## src/rtl/systolic_pkg.sv

```systemverilog
//------------------------------------------------------------------------------
// Module   : systolic_pkg
// Brief    : Shared FSM encoding and default operand width for the systolic array.
// Revision : 1.0
//------------------------------------------------------------------------------
`default_nettype none

package systolic_pkg;

    localparam int c_DEFAULT_DATA_WIDTH = 32;

    localparam int         c_ST_W      = 2;
    localparam logic [1:0] c_ST_IDLE   = 2'd0;
    localparam logic [1:0] c_ST_STREAM = 2'd1;
    localparam logic [1:0] c_ST_DRAIN  = 2'd2;
    localparam logic [1:0] c_ST_DONE   = 2'd3;

endpackage

`default_nettype wire

```

## src/rtl/skew_delay.sv

```systemverilog
//------------------------------------------------------------------------------
// Module   : skew_delay
// Brief    : One lane's delay line: DEPTH skew registers plus a final output
//            register, carrying operand and load strobe side by side.
// Revision : 1.0
//------------------------------------------------------------------------------
`default_nettype none

module skew_delay #(
    parameter int DEPTH      = 0,
    parameter int DATA_WIDTH = 32
) (
    input  logic                  clk,
    input  logic                  rst,
    input  logic [DATA_WIDTH-1:0] i_data,
    input  logic                  i_load,
    output logic [DATA_WIDTH-1:0] o_data,
    output logic                  o_load
);

    logic [DATA_WIDTH-1:0] r_data [0:DEPTH];
    logic [DEPTH:0]        r_load;

    always_ff @(posedge clk or negedge rst) begin
        if (!rst) begin
            for (int k = 0; k <= DEPTH; k++) begin
                r_data[k] <= '0;
            end
            r_load <= '0;
        end else begin
            r_data[0] <= i_data;
            r_load[0] <= i_load;
            for (int k = 1; k <= DEPTH; k++) begin
                r_data[k] <= r_data[k-1];
                r_load[k] <= r_load[k-1];
            end
        end
    end

    assign o_data = r_data[DEPTH];
    assign o_load = r_load[DEPTH];

endmodule

`default_nettype wire

```

## src/rtl/skew_feeder.sv

```systemverilog
//------------------------------------------------------------------------------
// Module   : skew_feeder
// Brief    : Diagonally skews operand beats onto a systolic array edge and
//            sequences stream / drain / done.
// Revision : 1.0
//------------------------------------------------------------------------------
`default_nettype none

module skew_feeder
    import systolic_pkg::*;
#(
    parameter int DATA_WIDTH = c_DEFAULT_DATA_WIDTH,
    parameter int LANES      = 4
) (
    input  logic                        clk,
    input  logic                        rst,
    input  logic                        in_valid,
    output logic                        in_ready,
    input  logic [LANES*DATA_WIDTH-1:0] in_data,
    input  logic                        in_last,
    output logic [LANES*DATA_WIDTH-1:0] out_data,
    output logic [LANES-1:0]            out_load,
    output logic                        busy,
    output logic                        done
);

    localparam int                 c_CNT_W      = $clog2(LANES);
    localparam logic [c_CNT_W-1:0] c_DRAIN_LAST = c_CNT_W'(LANES - 2);

    logic [c_ST_W-1:0]  r_state;
    logic [c_ST_W-1:0]  w_state_nxt;
    logic [c_CNT_W-1:0] r_drain_cnt;
    logic               r_done;
    logic               w_accept;

    assign in_ready = (r_state == c_ST_IDLE) || (r_state == c_ST_STREAM);
    assign busy     = (r_state == c_ST_STREAM) || (r_state == c_ST_DRAIN);
    assign done     = r_done;
    assign w_accept = in_valid && in_ready;

    // Idle cycles feed a zero, load-low bubble so every lane keeps its skew.
    generate
        for (genvar gi = 0; gi < LANES; gi++) begin : g_lane
            logic [DATA_WIDTH-1:0] w_lane_in;

            assign w_lane_in = w_accept ? in_data[gi*DATA_WIDTH +: DATA_WIDTH] : '0;

            skew_delay #(
                .DEPTH      (gi),
                .DATA_WIDTH (DATA_WIDTH)
            ) u_delay (
                .clk    (clk),
                .rst    (rst),
                .i_data (w_lane_in),
                .i_load (w_accept),
                .o_data (out_data[gi*DATA_WIDTH +: DATA_WIDTH]),
                .o_load (out_load[gi])
            );
        end
    endgenerate

    always_comb begin
        w_state_nxt = r_state;
        case (r_state)
            c_ST_IDLE: begin
                if (w_accept) begin
                    w_state_nxt = in_last ? c_ST_DRAIN : c_ST_STREAM;
                end
            end
            c_ST_STREAM: begin
                if (w_accept && in_last) begin
                    w_state_nxt = c_ST_DRAIN;
                end
            end
            c_ST_DRAIN: begin
                if (r_drain_cnt == c_DRAIN_LAST) begin
                    w_state_nxt = c_ST_DONE;
                end
            end
            default: w_state_nxt = c_ST_IDLE;
        endcase
    end

    // done trails DONE by one register so it lands after the final lane output.
    always_ff @(posedge clk or negedge rst) begin
        if (!rst) begin
            r_state     <= c_ST_IDLE;
            r_drain_cnt <= '0;
            r_done      <= 1'b0;
        end else begin
            r_state     <= w_state_nxt;
            r_done      <= (r_state == c_ST_DONE);
            r_drain_cnt <= (r_state == c_ST_DRAIN) ? r_drain_cnt + 1'b1 : '0;
        end
    end

endmodule

`default_nettype wire

```

## config.mk

```make
export PLATFORM = sky130hd
export DESIGN_NAME = skew_feeder
export DESIGN_NICKNAME = d
export VERILOG_FILES = /design/src/rtl/systolic_pkg.sv /design/src/rtl/skew_delay.sv /design/src/rtl/skew_feeder.sv
export SDC_FILE = /design/constraint.sdc
export NUM_CORES = 1
export LEC_CHECK = 0
export BUFFER_PORTS_ARGS = -buffer_cell sky130_fd_sc_hd__clkbuf_2
export CORE_MARGIN = 5
export CORE_UTILIZATION = 52
export DETAILED_ROUTE_END_ITERATION = 16
export GPL_ROUTABILITY_DRIVEN = 0
export HOLD_SLACK_MARGIN = 0.03
export PLACE_DENSITY = 0.79
export SYNTH_ARGS = -nofsm -noshare
export SYNTH_HDL_FRONTEND = slang
export SYNTH_SLANG_ARGS = --single-unit
```

## constraint.sdc

```tcl
create_clock -name clk -period 1.79 [get_ports clk]
set_clock_uncertainty 0.15 [all_clocks]
set_input_delay 0.179 -clock clk [delete_from_list [all_inputs] [get_ports clk]]
set_output_delay 0.179 -clock clk [all_outputs]
set_load 0.005 [all_outputs]
```

-- Word level (Yosys, flattened, before mapping)
Cells that the tools add are included.
- $add $sub $neg: 1
- muxes and demuxes: 10
- equality and inequality tests: 7
- reductions and logical operators: 6
- operators by type and width (kind ; number):
    2-to-1 mux 32 bit ; 4
    2-to-1 mux 2 bit ; 5
    == test 2 bit (second input constant) ; 3
    one-hot mux 2 bit (3 select lines) ; 1
    != test 2 x 1 -> 1 bit (second input constant) ; 2
    AND reduction 3 bit ; 1
    adder 2 x 1 -> 2 bit (second input constant) ; 1
    == test 2 x 1 -> 1 bit (second input constant) ; 1
    logical AND 1 bit ; 2
    zero test 2 bit ; 1
    logical OR 1 bit ; 2
    != test 2 bit (second input constant) ; 1
- flip-flop bits (word level): 335
- output and inout bits: 135

-- Longest topological paths before layout
- depth in word-level cells: 6
- depth in mapped cells: 6

-- Modules after synthesis
A second synthesis with hierarchy kept.
- cells, all modules: 611
- area total of the unflattened synthesis: 10284.9 µm²
- modules (own cells, without submodules) (module ; area an instance (µm²) ; cells each ; sequential area each (µm²) ; instances):
    skew_delay at g_lane[3].u_delay ; 3543.4 ; 164 ; 3303.2 ; 1
    skew_delay at g_lane[2].u_delay ; 2717.6 ; 131 ; 2477.4 ; 1
    skew_delay at g_lane[1].u_delay ; 1891.8 ; 98 ; 1651.6 ; 1
    skew_feeder ; 1306.3 ; 185 ; 125.1 ; 1
    skew_delay at g_lane[0].u_delay ; 825.8 ; 33 ; 825.8 ; 1

-- Worst setup path after synthesis
Ideal clock, no wire load.
- path kind: register to register
- start: register r_state[1]
- end: register g_lane[0].u_delay.r_data (netlist bit g_lane[0].u_delay.o_data[16])
- clock period less this slack: 1644 ps
- stages on the path, launching flop included: 7
- buffers on the path: 2
- arrival: 1375 ps
- slack: 146 ps
- required time: 1520 ps
- library setup time: 120 ps
- cells stage by stage: dfrtp_1 inv_1 ha_1 or2_1 buf_6 buf_6 and3_1
- cells in the longest elaborated chain, start to end: 4
- elaborated cells between the ends (all ways): 5
- those cells by class: eq/ne (1); mux (1); reduce/logical (3)
- RTL lines (element ; RTL line ; RTL):
    start: declaration ; skew_feeder.sv:30 ; logic [c_ST_W-1:0] r_state;
    start signal: assignment ; skew_feeder.sv:87 ; r_state <= c_ST_IDLE;
    start signal: assignment ; skew_feeder.sv:91 ; r_state <= w_state_nxt;
    == test 2 x 1 -> 1 bit / zero test 2 bit (equally long branches) ; skew_feeder.sv:36 ; assign in_ready = (r_state == c_ST_IDLE) || (r_state == c_ST_STREAM);
    logical OR 1 bit (*) ; skew_feeder.sv:36 ;
    logical AND 1 bit (*) ; skew_feeder.sv:39 ; assign w_accept = in_valid && in_ready;
    2-to-1 mux 32 bit (*) ; skew_feeder.sv:46 ; assign w_lane_in = w_accept ? in_data[gi*DATA_WIDTH +: DATA_WIDTH] : '0;
    named net g_lane[0].u_delay.i_data[16] ; skew_delay.sv:15 ; input logic [DATA_WIDTH-1:0] i_data,
    end signal: indexed assignment ; skew_delay.sv:34 ; r_data[k] <= r_data[k-1];
    end: declaration ; skew_delay.sv:21 ; logic [DATA_WIDTH-1:0] r_data [0:DEPTH];
The timed path passes the listed nets; every way through them passes the cells marked *.
A chain may end at the register's enable or synchronous reset.

-- Worst setup path after layout
- start: register r_state[0]
- end: output in_ready
- cells in the longest elaborated chain, start to end: 2
- elaborated cells between the ends (all ways): 3
- those cells by class: eq/ne (1); reduce/logical (2)
- RTL lines (element ; RTL line ; RTL):
    == test 2 x 1 -> 1 bit / zero test 2 bit (equally long branches) ; skew_feeder.sv:36 ;
    logical OR 1 bit (*) ; skew_feeder.sv:36 ;
    end: declaration ; skew_feeder.sv:18 ; output logic in_ready,
Every way passes the cells marked *; elsewhere a longest branch is shown, timed or not.

==> impl_metrics.prom <==
# TYPE chip_impl_metric gauge
chip_impl_info{name="outcome",value="complete, but fails checks"} 1
chip_impl_info{name="violations",value="negative setup slack"} 1
chip_impl_metric{name="ys_types",unit=""} 18
chip_impl_metric{name="final.setup.tns",unit="ns"} -2.11
chip_impl_metric{name="die_x",unit="µm"} 150
chip_impl_info{name="worstHoldPathType",value="primary input to asynchronous set/reset pin"} 1
chip_impl_metric{name="post-route-worst-setup-slack",unit="ns"} -0.210
chip_impl_metric{name="post-place-cells",unit=""} 1023
chip_impl_metric{name="register_area",unit="µm²"} 8230
chip_impl_metric{name="worstPathMaxFanout",unit=""} 3
chip_impl_metric{name="num_vias",unit=""} 5780
chip_impl_metric{name="data_arrival_critical_path",unit="ns"} 1.67
chip_impl_metric{name="portBuffers",unit=""} 266
chip_impl_metric{name="fp.dieH",unit="µm"} 150
chip_impl_metric{name="antenna_found_initial",unit=""} 1
chip_impl_metric{name="io_pins",unit=""} 267
chip_impl_metric{name="syn-instance-count",unit=""} 607
chip_impl_metric{name="post-route-util",unit="%"} 71.9
chip_impl_metric{name="area.growth.synth_to_final",unit="%"} 37.1
chip_impl_metric{name="slew_headroom",unit="%"} 69.2
chip_impl_metric{name="leakage_power_summed_over_all_cells",unit="nW"} 7.77
chip_impl_metric{name="fmax_achieved",unit="MHz"} 500
chip_impl_metric{name="cts_inserted_buffers",unit=""} 31
chip_impl_metric{name="post_drt_wl_per_cell",unit="µm"} 20.4
chip_impl_metric{name="min_period_over_period",unit="%"} 112
chip_impl_info{name="crit_path_end_kind",value="output port"} 1
chip_impl_metric{name="drc",unit=""} 0
chip_impl_metric{name="grtUsageTotal",unit="%"} 22.2
chip_impl_metric{name="reported_max_cap_violation_count",unit=""} 0
chip_impl_metric{name="pre_cts_ws",unit="ns"} 0.0424
chip_impl_info{name="worstReg2RegStart",value="r_state[0]"} 1
chip_impl_info{name="setup.worst_path.class",value="flip-flop to output port"} 1
chip_impl_metric{name="power.ir.vdd_worst",unit="V"} 0.00116
chip_impl_metric{name="multi_input_area",unit="µm²"} 1030
chip_impl_metric{name="grt_overflow",unit=""} 0
chip_impl_metric{name="final_antenna_net_count",unit=""} 0
chip_impl_metric{name="dp_hpwl",unit="µm"} 13000
chip_impl_metric{name="floorplan.core_area",unit="µm²"} 19300
chip_impl_metric{name="cts-htree-levels",unit=""} 1
chip_impl_metric{name="count_of_yosys_warnings_during_synthesis",unit=""} 0
chip_impl_metric{name="rr_worst_depth",unit=""} 6
chip_impl_metric{name="maxSlewViolCount",unit=""} 0
chip_impl_metric{name="global_route_wire_length_before_repair",unit="µm"} 37300
chip_impl_metric{name="design_power_total",unit="mW"} 21.4
chip_impl_metric{name="totalWireLength",unit="µm"} 25000
chip_impl_metric{name="instances_no_fill",unit=""} 1228
chip_impl_metric{name="clkSlewWorstSetupHoldPaths",unit="ns"} 0.07
chip_impl_metric{name="finalWorstPathRequiredPeriod",unit="ns"} 2.00
chip_impl_metric{name="numClockSinks",unit=""} 329
chip_impl_metric{name="finalHoldViolations",unit=""} 0
chip_impl_info{name="worst_setup_path_start_kind",value="flip-flop"} 1
chip_impl_metric{name="drt-pass1-iter-count",unit=""} 4
chip_impl_metric{name="ff2ff_setup_slack",unit="ns"} -0.09
chip_impl_info{name="grt_setup_unrepaired",value="true"} 1
chip_impl_metric{name="floorplan.initialDensity",unit="%"} 52.5
chip_impl_info{name="tritoncts",value="done"} 1
chip_impl_metric{name="syn_nets",unit=""} 744
chip_impl_metric{name="route.detailed.vias_per_inst",unit=""} 4.71
chip_impl_metric{name="layout.nets",unit=""} 1075
chip_impl_metric{name="synth.yosys.seq_area_share",unit="%"} 81.1
chip_impl_metric{name="drive_gt1_share",unit="%"} 37.9
chip_impl_metric{name="std_cell_rows",unit=""} 51
chip_impl_metric{name="largest_net_degree_at_the_start_of_global_routing",unit=""} 121
chip_impl_metric{name="final-setup-viol-count",unit=""} 31
chip_impl_metric{name="netlist_area",unit="µm²"} 10100
chip_impl_metric{name="synth.avg_cell_area",unit="µm²"} 16.7
chip_impl_metric{name="timing_worst_slew_pin_value",unit="ns"} 0.462
chip_impl_metric{name="clk_path_buf_depth",unit=""} 3
chip_impl_metric{name="ys_ff_latch",unit=""} 329
chip_impl_metric{name="first_iter_violations",unit=""} 163
chip_impl_metric{name="fillerInstances",unit=""} 1162
chip_impl_info{name="r2r_end",value="g_lane[1].u_delay.r_data[60]"} 1
chip_impl_metric{name="grt_pass1_vias",unit=""} 6519
chip_impl_metric{name="power-per-cell-area",unit="nW/µm²"} 1540
chip_impl_metric{name="clock_latency",unit="ns"} 0.54
chip_impl_metric{name="worst-endpoint-required",unit="ns"} 1.46
chip_impl_metric{name="area_of_the_die",unit="µm²"} 22400
chip_impl_info{name="clock-root-buffer",value="clkbuf_16"} 1
-- final cells by class --
class                   count  area share [%]
multi-input cells         145            7.40
clock inverters            18            2.20
clock buffers              39            6.30
diodes                      1          0.0180
inverters                   5           0.135
repair buffers            426            22.4
well taps                 265            2.38
flip-flops and latches    329            59.2
-- worst max path at each step --
stage               startpoint                      endpoint  cells past startpoint
floorplan           r_state[1]  g_lane[0].u_delay.o_data[16]                      6
global placement    r_state[1]  g_lane[0].u_delay.o_data[26]                      5
detailed placement  r_state[1]  g_lane[0].u_delay.o_data[26]                      5
CTS                 r_state[1]                      in_ready                      5
global route        r_state[0]                      in_ready                      5
finish              r_state[0]                      in_ready                      5
-- kinds of logic (layout without fill, tap and decap cells) --
logic type               after synthesis  in the layout  synth area share, %
AO/OA/AOI/OAI                          4              4                0.321
multiplexers                           2              2                0.210
AND/OR/NAND/NOR                      134            134                 8.25
buffers and inverters                133            488                 9.46
flip-flops                           329            329                 81.1
other                                  0              1                    0
adder cells (fa/ha/maj)                5              5                0.617
-- sequential cells by signal (all words and copies together), names as in the netlist --
signal / count
done: 1
g_lane.u_delay.o_data: 128
g_lane.u_delay.r_data: 192
g_lane.u_delay.r_load: 4
r_drain_cnt: 2
r_state: 2
-- report_power, final --
part	switching [mW]	internal, mW	total, mW
logic	2.15	2.25	4.40
registers	0.581	9.03	9.61
clock network	2.74	4.61	7.36
total	5.47	15.9	21.4
-- cell usage in the layout (no fill, tap or decap), types with 3 or more instances in the layout --
master and instances:
dfrtp_1 329, clkbuf_2 262, dlygate4sd3_1 131, and3_1 122
clkbuf_16 33, buf_4 16, bufinv_16 8, buf_12 8
clkbuf_8 7, and3_4 6, clkinv_2 6, inv_1 3
-- per-layer routing --
metal | vias up | GRT usage (%) | share of wire, %
met5 | - | 0 | 0
met4 | 0 | 7.73 | 2.9
met2 | 237 | 39.7 | 54
met3 | 60 | 4.39 | 5.9
met1 | 2953 | 27.0 | 37
li1 | 2530 | - | -
-- cell usage after synthesis --
| cell | count | share of area [%] |
|---|---|---|
| mux2_1 | 1 | 0.11 |
| nor2_1 | 1 | 0.037 |
| or2_1 | 1 | 0.062 |
| buf_6 | 11 | 1.2 |
| nor2b_1 | 2 | 0.12 |
| mux2i_1 | 1 | 0.099 |
| ha_1 | 5 | 0.62 |
| a21boi_1 | 1 | 0.074 |
| buf_2 | 2 | 0.099 |
| inv_1 | 5 | 0.18 |
| and2_1 | 1 | 0.062 |
| dfrtp_1 | 329 | 81 |
| and3_1 | 128 | 7.9 |
| buf_4 | 100 | 7.4 |
| a21oi_1 | 2 | 0.099 |
| clkbuf_1 | 15 | 0.55 |
| a221oi_2 | 1 | 0.15 |
| nor3b_1 | 1 | 0.074 |
-- metrics by stage --
stage | cell area, µm² | hold slack (ns)
2_1_floorplan | 10100 | -0.267
3_3_place_gp | 11100 | -0.0583
3_5_place_dp | 11100 | -0.0556
4_1_cts | 13700 | 0.147
5_1_grt | 13900 | 0.174
6_report | 13900 | 0.160
-- what timing repair did --
action,4_1_cts,5_1_grt
pin swaps,2,4
endpoints found under the hold margin,459,0
resized for setup,7,16
hold buffers,132,0
setup endpoints to repair,2,55
buffers inserted,5,6
cloned,3,2
-- critical path, cell delays in order, from the launching register on --
cell and delay, ns:
dfrtp_1 0.40, inv_2 0.07, ha_4 0.16, or2_4 0.27, buf_16 0.14, buf_6 0.10
Note: power is estimated with default switching activity, not from simulation.
